$ cat src/rtl/uart_pkg.sv
// Shared encodings for the UART transmit controller and its datapath mux.
package uart_pkg;

    localparam int unsigned SEL_W = 3;

    typedef enum logic [2:0] {
        ST_IDLE   = 3'd0,
        ST_LOAD   = 3'd1,
        ST_ARM    = 3'd2,
        ST_START  = 3'd3,
        ST_DATA   = 3'd4,
        ST_PARITY = 3'd5,
        ST_STOP   = 3'd6
    } state_e;

    localparam logic [SEL_W-1:0] SEL_IDLE   = 3'd0;
    localparam logic [SEL_W-1:0] SEL_START  = 3'd1;
    localparam logic [SEL_W-1:0] SEL_DATA   = 3'd2;
    localparam logic [SEL_W-1:0] SEL_PARITY = 3'd3;
    localparam logic [SEL_W-1:0] SEL_STOP   = 3'd4;

    // Per-frame options captured when a word is accepted.
    typedef struct packed {
        logic parity_en;
        logic stop2;
    } frame_cfg_t;

endpackage

$ cat src/rtl/uart_bit_cnt.sv
// Data-bit index counter with synchronous clear, enable and a last-bit flag.
module uart_bit_cnt #(
    parameter int unsigned DATA_W = 8,
    localparam int unsigned CNT_W = $clog2(DATA_W)
) (
    input  logic             i_clk,
    input  logic             i_rst,
    input  logic             i_clr,
    input  logic             i_en,
    output logic [CNT_W-1:0] o_cnt,
    output logic             o_last
);

    logic [CNT_W-1:0] cnt_q;
    logic [CNT_W-1:0] cnt_d;

    // Clear wins over enable.
    always_comb begin
        cnt_d = cnt_q;
        if (i_clr) begin
            cnt_d = '0;
        end else if (i_en) begin
            cnt_d = cnt_q + CNT_W'(1);
        end
    end

    always_ff @(posedge i_clk or negedge i_rst) begin
        if (!i_rst) begin
            cnt_q <= '0;
        end else begin
            cnt_q <= cnt_d;
        end
    end

    assign o_cnt  = cnt_q;
    assign o_last = (cnt_q == CNT_W'(DATA_W - 1));

endmodule

$ cat src/rtl/uart_tx_ctrl.sv
// UART transmit sequencer: start, DATA_W data bits, optional parity, one or two
// stop bits, paced by an external baud tick and driving the TX datapath controls.
module uart_tx_ctrl
    import uart_pkg::*;
#(
    parameter int unsigned DATA_W = 8,
    localparam int unsigned CNT_W = $clog2(DATA_W)
) (
    input  logic             i_clk,
    input  logic             i_rst,
    input  logic             i_baud_tick,
    input  logic             i_data_valid,
    output logic             o_ready,
    input  logic             i_parity_en,
    input  logic             i_stop2,
    input  logic             i_abort,
    output logic [SEL_W-1:0] o_sel,
    output logic             o_load,
    output logic             o_shift,
    output logic             o_busy,
    output logic             o_done,
    output logic [CNT_W-1:0] o_bit_idx
);

    state_e     state_q, state_d;
    frame_cfg_t cfg_q, cfg_d;
    logic       stop_cnt_q, stop_cnt_d;
    logic       done_q, done_d;

    logic             cnt_clr;
    logic             cnt_en;
    logic [CNT_W-1:0] cnt;
    logic             cnt_last;

    uart_bit_cnt #(.DATA_W(DATA_W)) u_bit_cnt (
        .i_clk  (i_clk),
        .i_rst  (i_rst),
        .i_clr  (cnt_clr),
        .i_en   (cnt_en),
        .o_cnt  (cnt),
        .o_last (cnt_last)
    );

    always_ff @(posedge i_clk or negedge i_rst) begin
        if (!i_rst) begin
            state_q    <= ST_IDLE;
            cfg_q      <= '0;
            stop_cnt_q <= 1'b0;
            done_q     <= 1'b0;
        end else begin
            state_q    <= state_d;
            cfg_q      <= cfg_d;
            stop_cnt_q <= stop_cnt_d;
            done_q     <= done_d;
        end
    end

    always_comb begin
        state_d    = state_q;
        cfg_d      = cfg_q;
        stop_cnt_d = stop_cnt_q;
        done_d     = 1'b0;
        cnt_clr    = 1'b0;
        cnt_en     = 1'b0;
        o_sel      = SEL_IDLE;
        o_ready    = 1'b0;
        o_busy     = 1'b1;
        o_load     = 1'b0;
        o_shift    = 1'b0;
        o_bit_idx  = '0;

        case (state_q)
            ST_IDLE: begin
                o_ready = 1'b1;
                o_busy  = 1'b0;
                if (i_data_valid) begin
                    cfg_d.parity_en = i_parity_en;
                    cfg_d.stop2     = i_stop2;
                    state_d         = ST_LOAD;
                end
            end
            ST_LOAD: begin
                o_load  = 1'b1;
                state_d = ST_ARM;
            end
            // Wait for a tick so the start bit spans a full bit period.
            ST_ARM: begin
                if (i_baud_tick) begin
                    state_d = ST_START;
                end
            end
            ST_START: begin
                o_sel = SEL_START;
                if (i_baud_tick) begin
                    cnt_clr = 1'b1;
                    state_d = ST_DATA;
                end
            end
            ST_DATA: begin
                o_sel     = SEL_DATA;
                o_bit_idx = cnt;
                if (i_baud_tick) begin
                    o_shift = 1'b1;
                    if (cnt_last) begin
                        cnt_clr = 1'b1;
                        state_d = cfg_q.parity_en ? ST_PARITY : ST_STOP;
                    end else begin
                        cnt_en = 1'b1;
                    end
                end
            end
            ST_PARITY: begin
                o_sel = SEL_PARITY;
                if (i_baud_tick) begin
                    state_d = ST_STOP;
                end
            end
            ST_STOP: begin
                o_sel = SEL_STOP;
                if (i_baud_tick) begin
                    if (cfg_q.stop2 && !stop_cnt_q) begin
                        stop_cnt_d = 1'b1;
                    end else begin
                        stop_cnt_d = 1'b0;
                        state_d    = ST_IDLE;
                        done_d     = 1'b1;
                    end
                end
            end
            default: begin
                state_d    = ST_IDLE;
                cnt_clr    = 1'b1;
                stop_cnt_d = 1'b0;
            end
        endcase

        // Abort outranks both accept and tick.
        if (i_abort) begin
            state_d    = ST_IDLE;
            cfg_d      = cfg_q;
            stop_cnt_d = 1'b0;
            done_d     = 1'b0;
            cnt_clr    = 1'b1;
            cnt_en     = 1'b0;
            o_shift    = 1'b0;
        end
    end

    assign o_done = done_q;

endmodule

$ cat config.mk
export PLATFORM = sky130hd
export DESIGN_NAME = uart_tx_ctrl
export DESIGN_NICKNAME = d
export VERILOG_FILES = /design/src/rtl/uart_pkg.sv /design/src/rtl/uart_bit_cnt.sv /design/src/rtl/uart_tx_ctrl.sv
export SDC_FILE = /design/constraint.sdc
export NUM_CORES = 1
export LEC_CHECK = 0
export CORE_MARGIN = 1.5
export CORE_UTILIZATION = 45
export DETAILED_ROUTE_END_ITERATION = 7
export HOLD_SLACK_MARGIN = 0.02
export PLACE_DENSITY = 0.73
export SLEW_MARGIN = 20
export SYNTH_ARGS = -nofsm -noshare
export SYNTH_HDL_FRONTEND = slang
export SYNTH_SLANG_ARGS = --single-unit
$ cat constraint.sdc
create_clock -name i_clk -period 2.4 [get_ports i_clk]
set_clock_uncertainty 0.15 [all_clocks]
set_input_delay 0.6 -clock i_clk [delete_from_list [all_inputs] [get_ports i_clk]]
set_output_delay 0.6 -clock i_clk [all_outputs]
set_load 0.05 [all_outputs]
==> metrics.cfg <==
[critical_path]
max_stage_delay_ns = 0.43
reg2reg_to = state_q[0]
end_kind = primary output
startpoint_type = input pin
worst_path_max_delay_cell = clkdlybuf4s50_1
crit_chain = clkdlybuf4s50_1, nor2b_2, and3_2, buf_12
crit_fanout = 4
crit_required_ns = 1.65
reg2regPathDepth = 4
timing.rr.start = state_q[2]
cp.arrival_ns = 1.61
rrSetupSlack_ns = 0.42
path_class = in2out

[min_path]
hp-start = stop_cnt_q
min_to = stop_cnt_q
holdPathStages = 1
holdCritPathClass = reg2reg

[cts]
numClockSinks = 10
cts_hold_buf = 0
cts-root-buf = clkbuf_4
clock_latency_ns = 0.26
cts_setup_buffers = 0
cts_buffers = 3
cts.clk_slew.worst_paths_ns = 0.06
h-tree-depth = 1
clock_path_buffers = 2
cts_tree = built

[placed_design]
routabilityCongestion = 0.893
preCtsSetupSlack_ns = -0.0478
portBuffers = 17
place_area_um2 = 945

[outcome]
status = finished, final reports clean

[route]
dr.pass1.iters = 4
viasPerCell = 5.75
ant_nets = 0
drt_wl_total_um = 1490
route.detailed.drc = 0
drt_iter0_markers = 12
avgRoutedWirePerCell_um = 13.8
num_vias = 621

[synthesis]
synth_top_area_share_pct = 39.4
yosysTopAreaCell = dfrtp_1
synthDistinctLibCells = 33
synth-seq-cells = 10
yosysSeqAreaShare_pct = 39.4
yosysWarnings = 0
synthCells = 69
synth.cell_area_um2 = 634
avgSynthCellArea_um2 = 9.19
synth.net_count = 78
synth_area_leaders = dfrtp_1 39%, and3_1 4.9%, nor2_1 4.7%

[grt]
grt_first_pass_wirelength_um = 2500
grt.overflow.total = 0
antenna_found_initial = 0
grt_use_total_pct = 23.8
grt_pass1_vias = 577
grt_max_degree = 14

[flow_run]
maxCapViolations = 0

[pwr]
peakVddDrop_mv = 0.717
powerDensity_nw_per_um2 = 1050
cellLeakagePower_nw = 0.484

[layout]
syn_to_final_growth_pct = 55.6
final_cell_area_um2 = 987
n_antenna_cell = 0
final_layout_size_suffix_gt1_share_pct = 32.3
sequential_cell_area_um2 = 251
fillers = 102
num-nets-final = 103
multi_input_area_um2 = 367

[floorplanning]
core_um2 = 1300
rows = 13
fp.dieW_um = 40.5
initial_core_util_pct = 48.7
die_h_um = 40.5
die-area_um2 = 1640
pin_count = 18

[sta]
worst_slack_ns = 0.0375
worst_slew_pin_slew_ns = 0.490
finalCritPeriodShare_pct = 98.4
slew_viol_final = 0
slew_headroom_pct = 67.2
finalSetupViolations = 0
post-route-min-period_ns = 2.36
clock.fmax_ghz = 0.423
hold_violations = 0
rsz0062_at_grt = no

-- metrics by stage --
step | cells | hold slack, ns | power [mW] | setup TNS, ns | utilization [%]
2_1_floorplan | 69 | 0.154 | 0.619 | 0 | -
3_3_place_gp | 104 | 0.302 | 0.870 | -0.0222 | 72.6
3_5_place_dp | 104 | 0.307 | 0.883 | -0.0854 | 72.6
4_1_cts | 108 | 0.322 | 1.04 | 0 | 75.6
5_1_grt | 108 | 0.337 | 1.10 | 0 | 75.9
6_report | 108 | 0.322 | 1.04 | 0 | 75.9
-- Yosys cell counts --
cell type,count
mux2_1,2
or2_2,1
dfrtp_1,10
mux2_2,2
nand2_1,2
xor2_1,1
nand3b_1,1
inv_2,1
nand4b_1,1
and3_1,5
nor2_1,8
a31oi_1,2
a221o_1,2
nor2b_1,2
a31o_1,1
and2_1,1
buf_2,2
o21a_1,1
mux2i_1,2
nor4_1,1
nand3_1,1
or3_1,2
clkbuf_1,1
and3_2,1
a21o_2,1
o21ai_0,3
nor3_1,3
ha_1,2
o21bai_1,1
a21o_1,1
nand2b_1,1
inv_1,2
a21oi_1,2
-- report_power, final --
part	internal [mW]	switching, mW	leakage [nW]
logic	0.274	0.361	0.331
registers	0.208	0.0495	0.131
clock network	0.0920	0.0552	0.0210
total	0.574	0.466	0.484
-- worst max-delay path by stage --
stage / slack, ns / cells past startpoint / from / to
3_3_place_gp: -0.02 / 4 / i_abort / o_shift
6_report: 0.04 / 4 / i_abort / o_shift
3_5_place_dp: -0.05 / 5 / i_abort / state_q[0]
2_1_floorplan: 0.02 / 2 / state_q[0] / o_sel[2]
5_1_grt: 0.004 / 4 / i_abort / o_shift
4_1_cts: 0.04 / 4 / state_q[2] / o_sel[0]
-- cells in the final DEF, fill, tap and decap left out, drive strengths merged, types with 2 or more instances in the layout --
cell           netlist  routed
dfrtp               10      10
clkdlybuf4s50        0       7
or3                  2       2
ha                   2       2
and3                 6       6
a221o                2       2
inv                  3       3
o21ai                3       3
nor2                 8       8
nand2                2       2
a21o                 2       2
a31oi                2       2
nor3                 3       3
mux2                 4       4
nor2b                2       2
mux2i                2       2
clkbuf               1       4
buf                  2      16
a21oi                2       2
-- state kept, by name (all words and copies together), names as in the netlist --
signal / count
state_q: 3
u_bit_cnt.o_cnt: 3
cfg_q: 2
o_done: 1
stop_cnt_q: 1
-- cell type report --
| cell class | count | area share, % |
|---|---|---|
| multi-input combinational | 53 | 37.1 |
| timing repair buffer | 23 | 30.7 |
| sequential | 10 | 25.5 |
| clock buffer | 4 | 3.68 |
| tap | 15 | 1.90 |
| inverter | 3 | 1.14 |
-- metal layers --
metal / vias up / global-route usage, % / wire length (um)
li1: 300 / - / -
met1: 288 / 32.1 / 688
met2: 29 / 36.1 / 678
met3: 4 / 2.22 / 92
met4: 0 / 15.0 / 30
met5: - / 0 / 0
-- cells by family after synthesis --
group,share of synthesized area (%)
compound gates,15.4
xor+xnor,1.38
fa+ha+maj,3.94
buf+inv,3.94
flops,39.4
mux,10.3
simple gates,25.6
-- what timing repair did --
action / 4_1_cts / 5_1_grt
resized for setup: 1 / 2
setup endpoints to repair: 1 / 7
cloned: 0 / 0
-- critical path, delay by kind of cell --
family / cells / cell delay, ns
buffers and inverters: 2 / 0.57
AND/OR/NAND/NOR: 2 / 0.43
(Power assumes the default switching activity.)
